[src/rtl/inst_encoder_pkg.sv]
// Shared constants for the instruction encoder: request type codes (same numbering as the
// control decoder), MIPS opcode/func fields and the loader FSM state type.
package inst_encoder_pkg;

    localparam logic [3:0] TYPE_LUI   = 4'd1;
    localparam logic [3:0] TYPE_ADDIU = 4'd2;
    localparam logic [3:0] TYPE_ADD   = 4'd3;
    localparam logic [3:0] TYPE_SUB   = 4'd4;
    localparam logic [3:0] TYPE_LW    = 4'd5;
    localparam logic [3:0] TYPE_SW    = 4'd6;
    localparam logic [3:0] TYPE_BEQ   = 4'd7;
    localparam logic [3:0] TYPE_J     = 4'd8;
    localparam logic [3:0] TYPE_ORI   = 4'd9;
    localparam logic [3:0] TYPE_DIVU  = 4'd10;
    localparam logic [3:0] TYPE_ADDU  = 4'd11;
    localparam logic [3:0] TYPE_SLL   = 4'd12;
    localparam logic [3:0] TYPE_SRL   = 4'd13;

    localparam logic [5:0] OP_RTYPE = 6'b000000;
    localparam logic [5:0] OP_LUI   = 6'b001111;
    localparam logic [5:0] OP_ADDIU = 6'b001001;
    localparam logic [5:0] OP_ORI   = 6'b001101;
    localparam logic [5:0] OP_LW    = 6'b100011;
    localparam logic [5:0] OP_SW    = 6'b101011;
    localparam logic [5:0] OP_BEQ   = 6'b000100;
    localparam logic [5:0] OP_J     = 6'b000010;

    localparam logic [5:0] FN_ADD  = 6'b100000;
    localparam logic [5:0] FN_SUB  = 6'b100010;
    localparam logic [5:0] FN_ADDU = 6'b100001;
    localparam logic [5:0] FN_DIVU = 6'b011011;
    localparam logic [5:0] FN_SLL  = 6'b000000;
    localparam logic [5:0] FN_SRL  = 6'b000010;

    typedef enum logic [1:0] {
        ST_IDLE = 2'd0,
        ST_RUN  = 2'd1,
        ST_FULL = 2'd2
    } state_e;

endpackage

[src/rtl/inst_encoder_encode_comb.sv]
// Purely combinational field packer: request type + operand fields -> 32-bit MIPS word,
// with a flag for the reserved type codes (0, 14, 15) that have no encoding.
module inst_encode_comb
    import inst_encoder_pkg::*;
(
    input  logic [3:0]  req_type,
    input  logic [4:0]  rs,
    input  logic [4:0]  rt,
    input  logic [4:0]  rd,
    input  logic [4:0]  shamt,
    input  logic [15:0] imm,
    input  logic [25:0] target,
    output logic [31:0] word,
    output logic        reserved
);

    always_comb begin
        word     = 32'd0;
        reserved = 1'b0;
        case (req_type)
            TYPE_ADD:   word = {OP_RTYPE, rs, rt, rd, shamt, FN_ADD};
            TYPE_SUB:   word = {OP_RTYPE, rs, rt, rd, shamt, FN_SUB};
            TYPE_ADDU:  word = {OP_RTYPE, rs, rt, rd, shamt, FN_ADDU};
            // divu writes HI/LO, so the rd and shamt slots are architecturally zero
            TYPE_DIVU:  word = {OP_RTYPE, rs, rt, 5'd0, 5'd0, FN_DIVU};
            TYPE_SLL:   word = {OP_RTYPE, 5'd0, rt, rd, shamt, FN_SLL};
            TYPE_SRL:   word = {OP_RTYPE, 5'd0, rt, rd, shamt, FN_SRL};
            TYPE_LUI:   word = {OP_LUI, 5'd0, rt, imm};
            TYPE_ADDIU: word = {OP_ADDIU, rs, rt, imm};
            TYPE_ORI:   word = {OP_ORI, rs, rt, imm};
            TYPE_LW:    word = {OP_LW, rs, rt, imm};
            TYPE_SW:    word = {OP_SW, rs, rt, imm};
            TYPE_BEQ:   word = {OP_BEQ, rs, rt, imm};
            TYPE_J:     word = {OP_J, target};
            default:    reserved = 1'b1;
        endcase
    end

endmodule

[src/rtl/inst_encoder.sv]
// Instruction encoder/loader: accepts encode requests, streams the words into imem at
// auto-incrementing addresses through a single registered valid/ready output stage.
module inst_encoder
    import inst_encoder_pkg::*;
#(
    parameter  int ADDR_W    = 32,
    parameter  int MAX_WORDS = 256,
    localparam int CNT_W     = $clog2(MAX_WORDS + 1)
) (
    input  logic              clk,
    input  logic              rst_n,
    input  logic              start,
    input  logic [ADDR_W-1:0] base_addr,
    input  logic              finish,
    input  logic              req_valid,
    output logic              req_ready,
    input  logic [3:0]        req_type,
    input  logic [4:0]        req_rs,
    input  logic [4:0]        req_rt,
    input  logic [4:0]        req_rd,
    input  logic [4:0]        req_shamt,
    input  logic [15:0]       req_imm,
    input  logic [25:0]       req_target,
    output logic              imem_we,
    input  logic              imem_ready,
    output logic [ADDR_W-1:0] imem_addr,
    output logic [31:0]       imem_wdata,
    output logic              full,
    output logic              err,
    output logic [CNT_W-1:0]  word_count
);

    localparam logic [CNT_W-1:0] MAX_CNT = CNT_W'(MAX_WORDS);

    state_e              state_q, state_d;
    logic                we_q, we_d;
    logic [ADDR_W-1:0]   addr_q, addr_d;
    logic [31:0]         wdata_q, wdata_d;
    logic [CNT_W-1:0]    count_q, count_d;
    logic [CNT_W-1:0]    issued_q, issued_d;
    logic                err_q, err_d;
    logic                fin_pend_q, fin_pend_d;

    logic [31:0]         enc_word;
    logic                enc_reserved;
    logic                accept;
    logic                write_done;

    inst_encode_comb u_encode (
        .req_type (req_type),
        .rs       (req_rs),
        .rt       (req_rt),
        .rd       (req_rd),
        .shamt    (req_shamt),
        .imm      (req_imm),
        .target   (req_target),
        .word     (enc_word),
        .reserved (enc_reserved)
    );

    // Once a finish is waiting on an in-flight write, stop taking new work so the session can close.
    assign req_ready  = (state_q == ST_RUN) & ~fin_pend_q & (~we_q | imem_ready)
                      & (issued_q < MAX_CNT);
    assign accept     = req_valid & req_ready;
    assign write_done = we_q & imem_ready;

    assign imem_we    = we_q;
    assign imem_addr  = addr_q;
    assign imem_wdata = wdata_q;
    assign full       = (count_q == MAX_CNT);
    assign err        = err_q;
    assign word_count = count_q;

    always_comb begin
        state_d    = state_q;
        we_d       = we_q;
        addr_d     = addr_q;
        wdata_d    = wdata_q;
        count_d    = count_q;
        issued_d   = issued_q;
        err_d      = err_q;
        fin_pend_d = fin_pend_q;

        if (start) begin
            state_d    = ST_RUN;
            we_d       = 1'b0;
            addr_d     = base_addr & ~ADDR_W'(3);
            count_d    = '0;
            issued_d   = '0;
            err_d      = 1'b0;
            fin_pend_d = 1'b0;
        end else begin
            if (write_done) begin
                we_d    = 1'b0;
                addr_d  = addr_q + ADDR_W'(4);
                count_d = count_q + CNT_W'(1);
            end
            // Reserved types are consumed so the loader never stalls on them, but nothing is written.
            if (accept) begin
                if (enc_reserved) begin
                    err_d = 1'b1;
                end else begin
                    we_d     = 1'b1;
                    wdata_d  = enc_word;
                    issued_d = issued_q + CNT_W'(1);
                end
            end

            case (state_q)
                ST_RUN, ST_FULL: begin
                    if (finish | fin_pend_q) begin
                        if (!we_d) begin
                            state_d    = ST_IDLE;
                            fin_pend_d = 1'b0;
                        end else begin
                            fin_pend_d = 1'b1;
                        end
                    end else if (state_q == ST_RUN && count_d == MAX_CNT) begin
                        state_d = ST_FULL;
                    end
                end
                default: begin
                    state_d = ST_IDLE;
                end
            endcase
        end
    end

    always_ff @(posedge clk or negedge rst_n) begin
        if (!rst_n) begin
            state_q <= ST_IDLE;
        end else begin
            state_q <= state_d;
        end
    end

    always_ff @(posedge clk or negedge rst_n) begin
        if (!rst_n) begin
            we_q       <= 1'b0;
            addr_q     <= '0;
            wdata_q    <= '0;
            count_q    <= '0;
            issued_q   <= '0;
            err_q      <= 1'b0;
            fin_pend_q <= 1'b0;
        end else begin
            we_q       <= we_d;
            addr_q     <= addr_d;
            wdata_q    <= wdata_d;
            count_q    <= count_d;
            issued_q   <= issued_d;
            err_q      <= err_d;
            fin_pend_q <= fin_pend_d;
        end
    end

endmodule

[config.mk]
export PLATFORM = sky130hd
export DESIGN_NAME = inst_encoder
export DESIGN_NICKNAME = d
export VERILOG_FILES = /design/src/rtl/inst_encoder_pkg.sv /design/src/rtl/inst_encoder_encode_comb.sv /design/src/rtl/inst_encoder.sv
export SDC_FILE = /design/constraint.sdc
export NUM_CORES = 1
export LEC_CHECK = 0
export CAP_MARGIN = 20
export CORE_MARGIN = 3
export CORE_UTILIZATION = 48
export CTS_CLUSTER_DIAMETER = 150
export DETAILED_ROUTE_END_ITERATION = 10
export PLACE_DENSITY = 0.87
export SETUP_SLACK_MARGIN = 0.02
export SLEW_MARGIN = 20
export SYNTH_ARGS = -nofsm -noshare
export SYNTH_HDL_FRONTEND = slang
export SYNTH_SLANG_ARGS = --single-unit
[constraint.sdc]
create_clock -name clk -period 5.58 [get_ports clk]
set_clock_uncertainty 0.05 [all_clocks]
set_input_delay 0.558 -clock clk [delete_from_list [all_inputs] [get_ports clk]]
set_output_delay 0.558 -clock clk [all_outputs]
set_load 0.03 [all_outputs]
==> results of run 1 <==
## final timing paths
path / startpoint / end / slack (ns) / depth (start not counted)
max: req_type[1] / imem_wdata[27] / 2.50 / 5
min: rst_n / word_count[1] / 0.19 / 1
max reg2reg: state_q[1] / imem_wdata[27] / 3.06 / 5
min reg2reg: imem_wdata[29] / imem_wdata[29] / 0.44 / 2
max in group asynchronous: rst_n / imem_wdata[25] / 4.72 / 1
min in group clk: imem_wdata[29] / imem_wdata[29] / 0.44 / 2
## sequential cells by signal, indices dropped and copies added (netlist names)
signal      count
fin_pend_q      1
state_q         2
imem_we         1
word_count      9
issued_q        9
imem_wdata     31
err             1
imem_addr      30
## cell type report
type / instances / area, µm²
timing repair buffer: 177 / 1760
sequential: 84 / 2100
multi-input combinational: 385 / 2350
tap: 129 / 161
inverter: 12 / 45.0
fill: 729 / 2700
clock inverter: 5 / 77.6
clock buffer: 10 / 128
## power by group through the flow
stage / Clock (W) / Combinational [W] / Sequential (W)
after floorplan: 0 / 0.000142 / 0.000898
after global placement: 0 / 0.000557 / 0.000750
after detailed placement: 0 / 0.000567 / 0.000756
after CTS: 0.000470 / 0.000570 / 0.000744
after global routing: 0.000495 / 0.000606 / 0.000757
final: 0.000457 / 0.000565 / 0.000744
## metal layers
layer,global-route usage (%),wire length (µm)
met1,28.2,5060
met2,40.5,6380
met3,7.14,1160
met4,8.26,246
met5,0,0
## kinds of logic after synthesis
| logic type | after synthesis | share of synthesized area (%) |
|---|---|---|
| AOI/OAI and AO/OA | 125 | 17.1 |
| adders and majority gates | 6 | 1.62 |
| xor gates and xnor gates | 45 | 8.49 |
| buffers and inverters | 42 | 4.23 |
| and+or+nand+nor | 202 | 22.3 |
| other | 1 | 0.0808 |
| DFF | 84 | 45.3 |
| muxes | 4 | 0.916 |
## per-stage QoR
stage / total power [W] / std cells / setup WS [ns] / area [µm²]
after floorplan: 0.00104 / 511 / 3.51 / 4650
after global placement: 0.00131 / 787 / 2.26 / 6420
after detailed placement: 0.00132 / 787 / 2.17 / 6420
after CTS: 0.00178 / 802 / 2.53 / 6630
after global routing: 0.00186 / 802 / 2.33 / 6630
final: 0.00177 / 802 / 2.50 / 6630
## layout by cell type, fill, tap and decap left out, types with 3 or more instances in the layout
cell	synthesis	final
nor3_1	12	12
nand4_2	3	3
nor4_1	8	8
and4_1	5	5
o21ai_0	23	23
clkdlybuf4s50_1	0	173
conb_1	1	3
inv_1	12	12
nor4_2	4	4
clkbuf_8	0	9
xor2_1	17	17
nor2_1	34	34
nand3_1	13	13
and2_1	5	5
ha_1	6	6
o21ai_1	46	46
a22oi_1	11	11
nand2b_1	4	4
xnor2_1	28	28
nand4_1	10	10
a21oi_1	12	12
a222oi_1	10	10
dfrtp_1	84	84
and3_1	8	8
a31oi_1	3	3
nand2_1	82	82
==> run metrics, run 1 <==
largest net degree at the start of global routing=86; post-synth top area share=a little under half; cell family with most CP delay=simple AND/OR/NAND/NOR gates; post-cts sizing count=0; most common library cells after synthesis=84 x dfrtp_1, 82 x nand2_1, 46 x o21ai_1; horizontal extent of the die=approximately 100 µm; status=finished clean; share of the core filled with cells=71.1%; time the final worst path needs with I/O delays and setup=3.08 ns; Final setup violation count=0; endpoint kind of the worst setup timing path=flip-flop; crit-path cells=clkdlybuf4s50_1 -> or2_1 -> o31ai_4 -> or3_2 -> mux2_1; static leakage=2.64 nW; layout cell share with drive strength beyond 1=under 10%; remaining max-slew budget at the tightest pin=roughly a third; placed wire-length estimate=9590 µm; sequential cell fraction of total power=between 40% and 50%; layout net count=779; Post-Route Setup TNS=0 ns; clock tree from TritonCTS=done; Int Power=0.00118 W; Num Clock Sinks=84; Main synth FF type=dfrtp_1; number of buffers added by the clock tree synthesis step=9; maximum clock frequency=~320 MHz; register area share after synthesis=approximately 45%; relative contribution of the clock network to total power=around 26%; cell row count=35; number of I/O pins=about 180; count of cell types in the netlist=60; slew at the pin closest to its max-slew limit=between 0.9 and 1 ns; Max stage delay cell, worst path=or3_2; most used standard cell by instance count after synthesis=dfrtp_1; master cell of the clock root buffer=clkbuf_8; core area=a little over 9000 µm²; net switching power=about 0.00058 W; type of element launching the critical path=primary input; drt via density=between 5 and 6; total detailed-routing wirelength=around 13000 µm; required time of the critical path=approximately 5.7 ns; number of nets with antenna violations after detailed routing=0; Yosys warning total=0; Bufs on Longest Clock Path=2; final hold viol count=0; average wire length per cell after detail routing=about 16 µm; final weighted congestion in routability-driven placement=about 0.87; number of hold buffers added after cts=0; first-pass detailed-route iteration total=7; hold slack final=approximately 0.19 ns; Mapped Area=4640 µm²; Synth async-reset ratio=between 90% and 100%; die outline area=~11000 µm²; Worst Path Arrival=3.23 ns; drt first-iter violations=between 200 and 250; remaining global-route overflow=0; total via count after detailed routing=around 4400; reported max-cap violation count=0; biggest area consumer among synthesized cells=dfrtp_1; antenna violations before repair=0; number of storage elements in the synthesis netlist=84; drc violations=0; clock-pin slew on the worst setup and hold paths=approximately 0.08 ns; setup repair after global routing missed its margin=no; power density over cell area=approximately 270 nW/µm²; gr usage total=23.6%; Worst Path Buf+Inv=1; EDFF count, synth=0; largest vdd supply drop=roughly 0.15 mV; Post-CTS Repair Setup Buffers=0; Post-Syn Area per Cell=between 9 and 10 µm²; cell count after synthesis=about 510; die height=between 100 and 150 µm; worst-skew pair later-pin latency=0.33 ns; initial standard-cell utilization of the core=49.8%; Max H-tree Level=3; startpoint-to-endpoint class of the critical path=primary input to flip-flop; first-pass GRT wire length=between 20000 and 25000 µm; number of global-route vias before repair=4406; worst min-delay path class=primary input to asynchronous set/reset pin; share of total power consumed by net switching=approximately 33%; Ant. Diodes=0; part of the total power dissipated in combinational logic=between 30% and 40%; most area-consuming cells after synthesis=dfrtp_1 45%, nand2_1 6.6%, xnor2_1 5.3%, o21ai_1 5.0%, xor2_1 3.2%; area grow syn2layout=42.8%; final count of pins violating max slew=0; slowest stage delay, CP=0.84 ns; number of port buffers=between 150 and 200; fin crit share=a little under three fifths; critical-path maximum fanout=61
Note: power is estimated with default switching activity, not from simulation.
==> run 2, diff against run 1 <==
CORE_UTILIZATION = 44   (was 48)
PLACE_DENSITY = 0.81   (was 0.87)
clock period = 3.15 ns   (was 5.58 ns; I/O delays follow)
==> run 2 against run 1 <==
  * Sequential power increased by 77%
  * Via count up 0.89%
  * Register-to-register slack got worse by 2.1 ns
  * Worst hold slack lost 0.18 ns
  * Combinational power grew 79%
  * Design area is 1.5% higher
  * Die area grew 8.6%
  * First-iteration DRC count rose by 18%
  * Power grew 86%
  * Sequential cell count stayed put
  * Critical endpoint is now req_ready
  * Largest cell class unchanged
==> run metrics, run 2 (synthesized netlist as in run 1, its figures left out) <==
Reg2Reg Capture Point=imem_wdata[20]; total via count after detailed routing=4428 (+0.89%); met1 Usage GRT=27.5% (-0.66 points); clock-pin slew on the worst setup and hold paths=0.09 ns (about the same); area grow syn2layout=45.0%; leading cell type in the layout, fill and taps excluded=clkdlybuf4s50_1; final weighted congestion in routability-driven placement=0.813 (-6.2%); horizontal extent of the die=109 µm (+4.2%); required time of the critical path=2.78 ns (-2.96 ns); master cell of the clock root buffer=clkbuf_8; post-layout worst setup margin=0.791 ns (-1.71 ns); Post-Route Setup TNS=0 ns (unchanged); drt via density=5.45 (-0.48%); die height=109 µm (+4.2%); worst min-delay path class=primary input to asynchronous set/reset pin; largest net degree at the start of global routing=81 (-5.8%); time the final worst path needs with I/O delays and setup=2.36 ns; first-pass detailed-route iteration total=5 (-2); critical-path maximum fanout=6 (-90%); Max H-tree Level=3 (unchanged); number of global-route vias before repair=4327 (-1.8%); fill cell instance count of the final layout=835 (+15%); power density over cell area=487 nW/µm² (+83%); worst-skew pair later-pin latency=0.35 ns (+0.02 ns); largest vdd supply drop=0.307 mV (+110%); cell row count=36 (+2.9%); Bufs on Longest Clock Path=2 (unchanged); remaining max-slew budget at the tightest pin=37.8% (+3.1 points); setup slack at placement=0.494 ns (-1.68 ns); Worst Path Arrival=1.99 ns (-1.24 ns); grt met2 use=36.8% (-3.6 points); Final setup violation count=0 (unchanged); static leakage=2.69 nW (+2.0%); final hold viol count=0 (unchanged); worst reg2reg path startpoint=state_q[1]; placed wire-length estimate=9710 µm (+1.3%); drc violations=0 (unchanged); most used routing layer=met2; average wire length per cell after detail routing=16.0 µm (about the same); clock tree from TritonCTS=done; status=finished clean; number of buffers added by the clock tree synthesis step=9 (unchanged); core area=10000 µm² (+7.2%); type of element launching the critical path=primary input; total detailed-routing wirelength=13000 µm (+1.4%); slew at the pin closest to its max-slew limit=0.925 ns (-0.0542 ns); GRT met3 Usage=8.53% (+1.4 points); number of nets with antenna violations after detailed routing=0 (unchanged); endpoint kind of the worst setup timing path=output pin; layout cell share with drive strength beyond 1=6.32% (+1.1 points); initial standard-cell utilization of the core=46.4% (-3.3 points); number of hold buffers added after cts=0 (unchanged); depth of the worst register-to-register path=7 (+2); fin crit share=between 70% and 80%; startpoint-to-endpoint class of the critical path=primary input to output pin; layout net count=785 (+0.77%); antenna violations before repair=0 (unchanged); Post-CTS Repair Setup Buffers=0 (unchanged); first-pass GRT wire length=21100 µm (-0.35%); setup repair after global routing missed its margin=no; post-cts sizing count=0 (unchanged); number of port buffers=175 (unchanged); reported max-cap violation count=0 (unchanged); number of flip-flops under the largest register name=31 (unchanged); maximum clock frequency=between 400 and 500 MHz; drt first-iter violations=282 (+18%); Ant. Diodes=0 (unchanged); number of I/O pins=181 (unchanged); Num Clock Sinks=84 (unchanged); R2R Setup Slk=0.97 ns (-2.09 ns); gr usage total=22.6% (-1.1 points); final count of pins violating max slew=0 (unchanged); die outline area=11800 µm² (+8.6%); commonest non-fill, non-tap cells in the layout=173 x clkdlybuf4s50_1, 84 x dfrtp_1, 82 x nand2_1, 46 x o21ai_1, 34 x nor2_1; remaining global-route overflow=0 (unchanged)
## run 2: worst max-delay path, stage by stage
cell             delay, ns
clkdlybuf4s50_1       0.50
or2b_2                0.40
and3_1                0.19
clkdlybuf4s50_1       0.59
## run 2: per-stage QoR
step / util, % / total power [W] / instances / area [µm²] / hold slack, ns
finish: 67.3 / 0.00328 / 813 / 6730 / 0.0120
global route: 67.3 / 0.00345 / 813 / 6730 / 0.0907
CTS: 67.3 / 0.00331 / 813 / 6730 / 0.0493
detailed placement: 64.8 / 0.00235 / 797 / 6480 / 0.425
global placement: 64.8 / 0.00233 / 797 / 6480 / 0.417
floorplan: - / 0.00184 / 511 / 4650 / -0.0306
## run 2: how the worst max path moves through the flow
stage / slack, ns / cells past startpoint / start / end
2_1_floorplan: 1.08 / 6 / word_count[0] / state_q[0]
5_1_grt: 0.66 / 4 / state_q[1] / req_ready
6_report: 0.79 / 4 / imem_ready / req_ready
3_3_place_gp: 0.61 / 6 / req_type[2] / imem_wdata[6]
3_5_place_dp: 0.49 / 6 / req_type[2] / imem_wdata[6]
4_1_cts: 0.77 / 4 / state_q[1] / req_ready
## run 2: final cells by class
| type | instances | area [µm²] | share of cell area (%) |
|---|---|---|---|
| inverter | 12 | 45.0 | 0.669 |
| clock inverter | 6 | 111 | 1.65 |
| sequential | 84 | 2100 | 31.2 |
| multi-input combinational | 385 | 2350 | 34.9 |
| clock buffer | 10 | 138 | 2.04 |
| tap | 133 | 166 | 2.47 |
| timing repair buffer | 183 | 1820 | 27.0 |
## run 2: report_power, final
| part | switching [W] | total (W) | leakage [nW] | internal (W) |
|---|---|---|---|---|
| sequential | 0.000106 | 0.00132 | 1.09 | 0.00121 |
| clock | 0.000400 | 0.000949 | 0.122 | 0.000548 |
| combinational | 0.000560 | 0.00101 | 1.48 | 0.000452 |
| total | 0.00107 | 0.00328 | 2.69 | 0.00221 |
## run 2: metal layers
layer / part of all wire, % / vias to the layer above
met3: 11 / 13
met5: 0 / -
met1: 40 / 2093
li1: - / 2136
met2: 47 / 186
met4: 1.5 / 0
==> run 3, diff against run 2 <==
CORE_UTILIZATION = 40   (was 44)
PLACE_DENSITY = 0.77   (was 0.81)
clock period = 2 ns   (was 3.15 ns; I/O delays follow)
==> run 3 against run 2 <==
  * Routed wire length increased by 10%
  * Design area increased by 7.7%
  * Sequential share of layout area decreased by 2.2 points
  * Sequential power increased by 59%
  * Combinational power increased by 63%
  * Cell count increased by 6.0%
  * Critical path depth increased by 2
  * Critical endpoint is now imem_addr[20]
  * Highest routed layer unchanged
==> run metrics, run 3 (synthesized netlist as in run 1, its figures left out) <==
startpoint-to-endpoint class of the critical path=flip-flop to flip-flop; die outline area=12900 µm² (+9.4%); placed cell area=6770 µm² (+4.4%); R2R Setup Slk=0.09 ns (-0.88 ns); number of nets with antenna violations after detailed routing=0 (unchanged); remaining max-slew budget at the tightest pin=51.1% (+13 points); placed wire-length estimate=10700 µm (+10%); core area=11100 µm² (+11%); maximum clock frequency=522 MHz; Total Power=0.00569 W (+74%); worst reg2reg path startpoint=imem_addr[6]; reported max-cap violation count=0 (unchanged); total detailed-routing wirelength=14400 µm (+10%); remaining global-route overflow=0 (unchanged); leading cell type in the layout, fill and taps excluded=clkdlybuf4s50_1; die height=114 µm (+4.6%); Reg2Reg Capture Point=imem_addr[20]; initial standard-cell utilization of the core=41.9% (-4.5 points); Worst Path Arrival=2.06 ns (+0.07 ns); fin crit share=a little over nine tenths; largest net degree at the start of global routing=81 (unchanged); worst min-delay path class=primary input to flip-flop; end of the worst hold path=err; master cell of the clock root buffer=clkbuf_16; number of buffers added by the clock tree synthesis step=9 (unchanged); Num Clock Sinks=84 (unchanged); layout net count=827 (+5.4%); final hold viol count=0 (unchanged); depth of the worst register-to-register path=6 (-1); number of global-route vias before repair=4810 (+11%); first-pass detailed-route iteration total=5 (unchanged); origin of the worst min-delay path=start; horizontal extent of the die=114 µm (+4.6%); clock-pin slew on the worst setup and hold paths=0.06 ns (-0.03 ns); first-pass GRT wire length=23000 µm (+9.0%); required time of the critical path=2.14 ns (-0.64 ns); number of flip-flops under the largest register name=31 (unchanged); setup repair after global routing missed its margin=no; final weighted congestion in routability-driven placement=0.850 (+4.6%); depth of the worst hold-timing path=2; worst-skew pair later-pin latency=0.34 ns (about the same); Bufs on Longest Clock Path=2 (unchanged); cell row count=38 (+5.6%); drt first-iter violations=259 (-8.2%); antenna violations before repair=0 (unchanged); time the final worst path needs with I/O delays and setup=~1.9 ns; layout cell share with drive strength beyond 1=13.0% (+6.7 points); Ant. Diodes=0 (unchanged); average wire length per cell after detail routing=16.7 µm (+4.2%); number of I/O pins=181 (unchanged); endpoint kind of the worst setup timing path=flip-flop; commonest non-fill, non-tap cells in the layout=171 x clkdlybuf4s50_1, 82 x nand2_1, 80 x dfrtp_1, 47 x buf_4, 46 x o21ai_1; critical-path maximum fanout=16 (+10); type of element launching the critical path=flip-flop; power density over cell area=785 nW/µm² (+61%); fill cell instance count of the final layout=903 (+8.1%); static leakage=2.98 nW (+11%); drt via density=5.43 (-0.36%); Final setup violation count=0 (unchanged); Post-Route Setup TNS=0 ns (unchanged); total via count after detailed routing=4678 (+5.6%); largest vdd supply drop=0.492 mV (+60%); final count of pins violating max slew=0 (unchanged); number of port buffers=175 (unchanged); drc violations=0 (unchanged); share of the core filled with cells=65.5% (-1.9 points); FF+latch area=2110 µm² (+0.24%); area of combinational cells with multiple inputs=2410 µm² (+2.5%); slew at the pin closest to its max-slew limit=0.733 ns (-0.192 ns); post-route cell area=7250 µm² (+7.7%); Max H-tree Level=3 (unchanged); clock tree from TritonCTS=done; status=finished clean; area grow syn2layout=56.2%; gr usage total=22.2% (-0.32 points)
## run 3: cell count changes in the layout (fill, tap and decap cells not counted), moves of 3 or more
cell       delta
clkbuf_8      -8
dfrtp_2       +4
ha_1          -3
buf_4        +39
dfrtp_1       -4
clkbuf_16    +10
## run 3: final cells by class
class	count	area share (%)
multi-input combinational	385	33.2
timing repair buffer	225	29.8
sequential	84	29.1
clock buffer	12	3.54
tap	140	2.42
clock inverter	4	1.31
inverter	12	0.621
## run 3: per-layer routing
metal	vias up	share of wire (%)	global-route usage [%]	wire length, µm
met5	-	0	0	0
met4	0	2.3	9.54	330
met3	23	8.9	6.21	1270
met2	211	49	37.7	7080
met1	2213	40	26.4	5700
li1	2231	-	-	-
## run 3: worst max-delay path, cell delays in order (launching register included)
cell	delay (ns)
dfrtp_1	0.42
and4_4	0.30
nand4_4	0.27
buf_4	0.24
nor3_1	0.24
xnor2_1	0.17
o21ai_1	0.08
## run 3: worst max path at each step
stage / start / end / slack, ns / cells past startpoint
2_1_floorplan: word_count[0] / state_q[0] / 0.06 / 6
3_3_place_gp: imem_ready / imem_addr[31] / -0.14 / 6
3_5_place_dp: imem_ready / imem_addr[7] / -0.17 / 6
4_1_cts: word_count[0] / state_q[0] / 0.04 / 6
5_1_grt: word_count[0] / state_q[0] / 0.01 / 7
6_report: imem_addr[6] / imem_addr[20] / 0.09 / 6
## run 3: what timing repair did
item | 4_1_cts | 5_1_grt
buffers inserted | 0 | 5
resized for setup | 3 | 11
hold buffers | 1 | 0
hold endpoints to repair | 33 | 0
endpoints found under the setup margin | 2 | 34
pin swaps | 0 | 5
gates cloned | 0 | 1
## run 3: stage by stage
step | hold slack [ns] | instances | setup WS, ns
4_1_cts | 0.0492 | 856 | 0.0393
3_5_place_dp | 0.146 | 839 | -0.173
3_3_place_gp | 0.138 | 839 | -0.142
2_1_floorplan | -0.146 | 511 | 0.0568
5_1_grt | 0.0777 | 862 | 0.0114
6_report | 0.0683 | 862 | 0.0858
## run 3: power breakdown
group / internal [W] / leakage, nW / total (W) / switching (W)
registers: 0.00191 / 1.08 / 0.00210 / 0.000181
clock network: 0.00129 / 0.173 / 0.00195 / 0.000659
logic: 0.000759 / 1.72 / 0.00165 / 0.000893
